`src/rtl/niosv_rstseq_pkg.sv`:
```
// Shared types and constants for the Nios V reset sequencer: FSM state encoding,
// reset-cause codes and the saturating episode counter helper.
package niosv_rstseq_pkg;

    typedef enum logic [1:0] {
        ST_HOLD     = 2'd0,
        ST_WAIT_BTN = 2'd1,
        ST_RUN      = 2'd2
    } state_t;

    localparam logic [1:0] CAUSE_POR  = 2'b00;
    localparam logic [1:0] CAUSE_BTN  = 2'b01;
    localparam logic [1:0] CAUSE_WDOG = 2'b10;

    localparam logic [7:0] COUNT_MAX = 8'hFF;

    function automatic logic [7:0] sat_inc8(input logic [7:0] value);
        return (value == COUNT_MAX) ? value : value + 8'd1;
    endfunction

endpackage

```
`src/rtl/rstseq_debounce.sv`:
```
// Two-flop synchronizer plus level debouncer for the active-low user button.
// btn_db only follows btn_s after DEBOUNCE_CYCLES consecutive cycles of disagreement.
module rstseq_debounce #(
    parameter int DEBOUNCE_CYCLES = 250000
) (
    input  logic clk,
    input  logic reset,
    input  logic btn_n,
    output logic btn_db
);

    localparam int CW = $clog2(DEBOUNCE_CYCLES);
    localparam logic [CW-1:0] CNT_LAST = CW'(DEBOUNCE_CYCLES - 1);

    logic          sync_q1;
    logic          btn_s;
    logic [CW-1:0] mismatch_cnt;

    always_ff @(posedge clk) begin
        if (reset) begin
            sync_q1      <= 1'b1;
            btn_s        <= 1'b1;
            mismatch_cnt <= '0;
            btn_db       <= 1'b1;
        end else begin
            sync_q1 <= btn_n;
            btn_s   <= sync_q1;
            // A single cycle of agreement restarts the stability window.
            if (btn_s != btn_db) begin
                if (mismatch_cnt == CNT_LAST) begin
                    btn_db       <= btn_s;
                    mismatch_cnt <= '0;
                end else begin
                    mismatch_cnt <= mismatch_cnt + CW'(1);
                end
            end else begin
                mismatch_cnt <= '0;
            end
        end
    end

endmodule

```
`src/rtl/niosv_reset_sequencer.sv`:
```
// Reset sequencer for the Nios V system: debounced button, minimum hold time and
// optional software watchdog (enabled by defining RSTSEQ_WDOG_EN).
module niosv_reset_sequencer #(
    parameter int DEBOUNCE_CYCLES = 250000,
    parameter int HOLD_CYCLES     = 256,
    parameter int WDOG_CYCLES     = 25000000
) (
    input  logic       clk,
    input  logic       reset,
    input  logic       btn_n,
    input  logic       wdog_kick,
    output logic       sys_reset_n,
    output logic       run,
    output logic [1:0] rst_cause,
    output logic [7:0] reset_count
);

    import niosv_rstseq_pkg::*;

    localparam int HW = $clog2(HOLD_CYCLES);
    localparam logic [HW-1:0] HOLD_LAST = HW'(HOLD_CYCLES - 1);

    state_t        state;
    state_t        next_state;
    logic [HW-1:0] hold_cnt;
    logic          btn_db;
    logic          wdog_timeout;
    logic          trip;
    logic [1:0]    trip_cause;

    rstseq_debounce #(
        .DEBOUNCE_CYCLES(DEBOUNCE_CYCLES)
    ) u_debounce (
        .clk   (clk),
        .reset (reset),
        .btn_n (btn_n),
        .btn_db(btn_db)
    );

`ifdef RSTSEQ_WDOG_EN
    localparam int WW = $clog2(WDOG_CYCLES);
    localparam logic [WW-1:0] WDOG_LAST = WW'(WDOG_CYCLES - 1);

    logic [WW-1:0] wdog_cnt;

    always_ff @(posedge clk) begin
        if (reset || (state != ST_RUN) || wdog_kick) begin
            wdog_cnt <= '0;
        end else begin
            wdog_cnt <= wdog_cnt + WW'(1);
        end
    end

    // A kick landing on the terminal count suppresses the timeout.
    assign wdog_timeout = (state == ST_RUN) && (wdog_cnt == WDOG_LAST) && !wdog_kick;
`else
    logic unused_wdog_kick;

    assign unused_wdog_kick = wdog_kick;
    assign wdog_timeout     = 1'b0;
`endif

    always_comb begin
        next_state = state;
        trip       = 1'b0;
        trip_cause = CAUSE_POR;
        case (state)
            ST_HOLD: begin
                if (hold_cnt == HOLD_LAST) begin
                    next_state = ST_WAIT_BTN;
                end
            end
            ST_WAIT_BTN: begin
                if (btn_db) begin
                    next_state = ST_RUN;
                end
            end
            ST_RUN: begin
                // Button outranks a coincident watchdog timeout.
                if (!btn_db) begin
                    next_state = ST_HOLD;
                    trip       = 1'b1;
                    trip_cause = CAUSE_BTN;
                end else if (wdog_timeout) begin
                    next_state = ST_HOLD;
                    trip       = 1'b1;
                    trip_cause = CAUSE_WDOG;
                end
            end
            default: begin
                next_state = ST_HOLD;
            end
        endcase
    end

    always_ff @(posedge clk) begin
        if (reset) begin
            state       <= ST_HOLD;
            hold_cnt    <= '0;
            sys_reset_n <= 1'b0;
            run         <= 1'b0;
            rst_cause   <= CAUSE_POR;
            reset_count <= '0;
        end else begin
            state <= next_state;
            if ((state == ST_HOLD) && (next_state == ST_HOLD)) begin
                hold_cnt <= hold_cnt + HW'(1);
            end else begin
                hold_cnt <= '0;
            end
            // Outputs are registered from next_state so they align with state.
            sys_reset_n <= (next_state == ST_RUN);
            run         <= (next_state == ST_RUN);
            if (trip) begin
                rst_cause   <= trip_cause;
                reset_count <= sat_inc8(reset_count);
            end
        end
    end

endmodule
```
`config.mk`:
```
export PLATFORM = sky130hd
export DESIGN_NAME = niosv_reset_sequencer
export DESIGN_NICKNAME = d
export VERILOG_FILES = /design/src/rtl/niosv_rstseq_pkg.sv /design/src/rtl/rstseq_debounce.sv /design/src/rtl/niosv_reset_sequencer.sv
export SDC_FILE = /design/constraint.sdc
export NUM_CORES = 1
export LEC_CHECK = 0
export ABC_CLOCK_PERIOD_IN_PS = 2000
export CORE_ASPECT_RATIO = 0.8
export CORE_MARGIN = 1.5
export CORE_UTILIZATION = 55
export CTS_BUF_LIST = sky130_fd_sc_hd__clkbuf_4 sky130_fd_sc_hd__clkbuf_8 sky130_fd_sc_hd__clkbuf_16
export DETAILED_ROUTE_END_ITERATION = 8
export PLACE_DENSITY = 0.85
export SYNTH_ARGS = -nofsm -noshare
export SYNTH_HDL_FRONTEND = slang
export SYNTH_SLANG_ARGS = --single-unit
```
`constraint.sdc`:
```
create_clock -name clk -period 2 [get_ports clk]
set_clock_uncertainty 0.1 [all_clocks]
set_input_delay 0.5 -clock clk [delete_from_list [all_inputs] [get_ports clk]]
set_output_delay 0.5 -clock clk [all_outputs]
set_load 0.02 [all_outputs]
```
==> flow_metrics.env <==
export IMPL_p_switching_mw=0.294
export IMPL_firstDrtPassIters=4
export IMPL_synthMuxAreaShare=0.0114
export IMPL_finalCriticalPeriod_ps=1930
export IMPL_tns_ps=0
export IMPL_cts_root_buf="clkbuf_8"
export IMPL_detailedPlace_worstSlack_ps=7.85
export IMPL_h_tree_depth=2
export IMPL_cts_resized=0
export IMPL_multi_input_area_um2=880
export IMPL_clock_sinks=41
export IMPL_met2_length_um=1440
export IMPL_cap_violations=0
export IMPL_setup_ws_ps=67.4
export IMPL_antenna_found_initial=0
export IMPL_path_cells="clkdlybuf4s50_1"
export IMPL_cp_slowest_cell="clkdlybuf4s50_1"
export IMPL_synth_simple_area_share=0.276
export IMPL_ys_flop_type="dfxtp_1"
export IMPL_clkLatencyLatePin_ps=300
export IMPL_start_util=0.573
export IMPL_final_hold_violation_count=0
export IMPL_powerDensity_mw_per_mm2=754
export IMPL_grt_usage=0.209
export IMPL_grt_overflow=0
export IMPL_dp_hpwl_um=2140
export IMPL_crit_fanout=5
export IMPL_switching_share=0.189
export IMPL_post_cts_setup_buffers=0
export IMPL_fin_util=0.673
export IMPL_combPwrFrac=0.021
export IMPL_grt_pass1_vias=1261
export IMPL_hold_class="register to register"
export IMPL_grt_pass1_wl_um=5410
export IMPL_cts_buffer_depth=2
export IMPL_synth_area_mm2=0.00175
export IMPL_pwr_share_clk=0.444
export IMPL_cts_tree="yes"
export IMPL_start_kind="register"
export IMPL_critPathMaxStageDelay_ps=630
export IMPL_synth_seq_cells=41
export IMPL_yosys_area_share_adder=0.0214
export IMPL_synth_edf_count=0
export IMPL_drcViolationCount=0
export IMPL_required_ps=1400
export IMPL_register_area_um2=821
export IMPL_syn_nets=203
export IMPL_io_pins=16
export IMPL_routed_top_layer="met4"
export IMPL_status="finished, final reports clean"
export IMPL_n_antenna_cell=0
export IMPL_routedWlPerCell_um=12.2
export IMPL_slew_violations=0
export IMPL_final_common_cell="dfxtp_1"
export IMPL_fin_hold_ws_ps=313
export IMPL_finalSetupViolations=0
export IMPL_fillers=261
export IMPL_avgSynthCellArea_um2=8.95
export IMPL_p_leak_nw=0.705
export IMPL_internal_power_mw=1.26
export IMPL_cts_made_buffers=5
export IMPL_total_power_mw=1.55
export IMPL_async_flop_share=0
export IMPL_postRouteWirelength_um=3120
export IMPL_die_y_um=53.5
export IMPL_nets=222
export IMPL_route_met3_wl_um=117
export IMPL_fmax_ghz=0.517
export IMPL_yosysWarnings=0
export IMPL_synthXorXnorAreaFrac=0.130
export IMPL_port_buffers=13
export IMPL_crit_buf_inv=1
export IMPL_synth_top_family_by_area="simple AND/OR/NAND/NOR gates"
export IMPL_drive_above_1_share=0.0833
export IMPL_final_cell_mix="dfxtp_1, nor2_1, xnor2_1"
export IMPL_area_growth_pct=17.5
export IMPL_yosysSeqAreaShare=0.468
export IMPL_synth_cell_type_count=36
export IMPL_place_congestion=0.872
export IMPL_worst_ep_arrival_time_ps=1330
export IMPL_irDropWorstVdd_v=0.000555
export IMPL_grt_start_max_net_pins=19
export IMPL_vias_per_cell=5.37
export IMPL_worst_setup_path_end_kind="output port"
export IMPL_worstSetupPathType="register to output port"
export IMPL_path_delay_family="buffers and inverters"
export IMPL_postCtsHoldBufs=0
export IMPL_synthCells=196
export IMPL_clk_pin_slew_ps=70
export IMPL_synth_compound_area_share=0.0606
export IMPL_grt_setup_unrepaired="no"
export IMPL_min_period_over_period=0.966
export IMPL_die_w_um=66.1
export IMPL_met1Wirelength_um=1500
export IMPL_rows=18
export IMPL_dieArea_mm2=0.00354
export IMPL_num_vias=1375
export IMPL_drt_iter0_markers=46
export IMPL_core_area_mm2=0.00306
export IMPL_seq_power_share=0.534
export IMPL_final_antenna_net_count=0
-- final cells by class --
type	instances	area share
tap	40	0.0243
multi-input combinational	143	0.427
timing repair buffer	18	0.0814
inverter	6	0.0109
sequential	41	0.398
clock buffer	7	0.0437
clock inverter	1	0.0146
-- synth_stat cells (all sizes together), types with 3 or more instances --
library cell | n | share of area
nor2 | 37 | 0.079
or4 | 3 | 0.015
a21oi | 3 | 0.0086
o21ai | 5 | 0.014
and3 | 4 | 0.014
ha | 3 | 0.021
clkbuf | 3 | 0.0064
nand4 | 8 | 0.037
xnor2 | 16 | 0.080
nand3 | 7 | 0.020
nor3 | 10 | 0.029
dfxtp | 41 | 0.47
buf | 3 | 0.011
inv | 6 | 0.013
nand2 | 11 | 0.024
nor4 | 5 | 0.018
xor2 | 10 | 0.050
-- sequential cells by signal (all words and copies together) (netlist names) --
register / flops
u_debounce.sync_q1: 1
u_debounce.btn_db: 1
state: 2
u_debounce.mismatch_cnt: 18
reset_count: 8
rst_cause: 1
u_debounce.btn_s: 1
run: 1
hold_cnt: 8
-- cell families after synthesis --
logic type / after synthesis
other cells: 1
xor+xnor: 26
compound gates: 16
fa+ha+maj: 3
flops: 41
simple gates: 95
mux: 2
buf+inv: 12
-- path summary, 6_finish.rpt --
kind	slack, ps	from	depth (start not counted)	end
worst max-delay path	70	reset_count[7]	1	reset_count[7]
worst min-delay path	310	u_debounce.sync_q1	1	u_debounce.btn_s
worst max register to register	170	u_debounce.mismatch_cnt[5]	4	u_debounce.mismatch_cnt[13]
worst min register to register	310	u_debounce.sync_q1	1	u_debounce.btn_s
-- power by group through the flow --
stage          Clock, mW  Combinational (mW)  Sequential, mW
6_report           0.690              0.0332           0.830
3_5_place_dp           0              0.0334           0.849
5_1_grt            0.731              0.0380           0.830
4_1_cts            0.705              0.0336           0.829
2_1_floorplan          0              0.0244           0.848
3_3_place_gp           0              0.0325           0.848
-- through the flow --
stage,std cells,instance area (um^2)
floorplan,196,1750
global placement,248,1940
detailed placement,248,1940
CTS,256,2060
global route,256,2060
finish,256,2060
-- routing by layer --
layer | up-vias | GRT usage
li1 | 712 | -
met1 | 637 | 0.262
met2 | 19 | 0.328
met3 | 7 | 0.0574
met4 | 0 | 0.116
met5 | - | 0
Note: power is estimated with default switching activity, not from simulation.
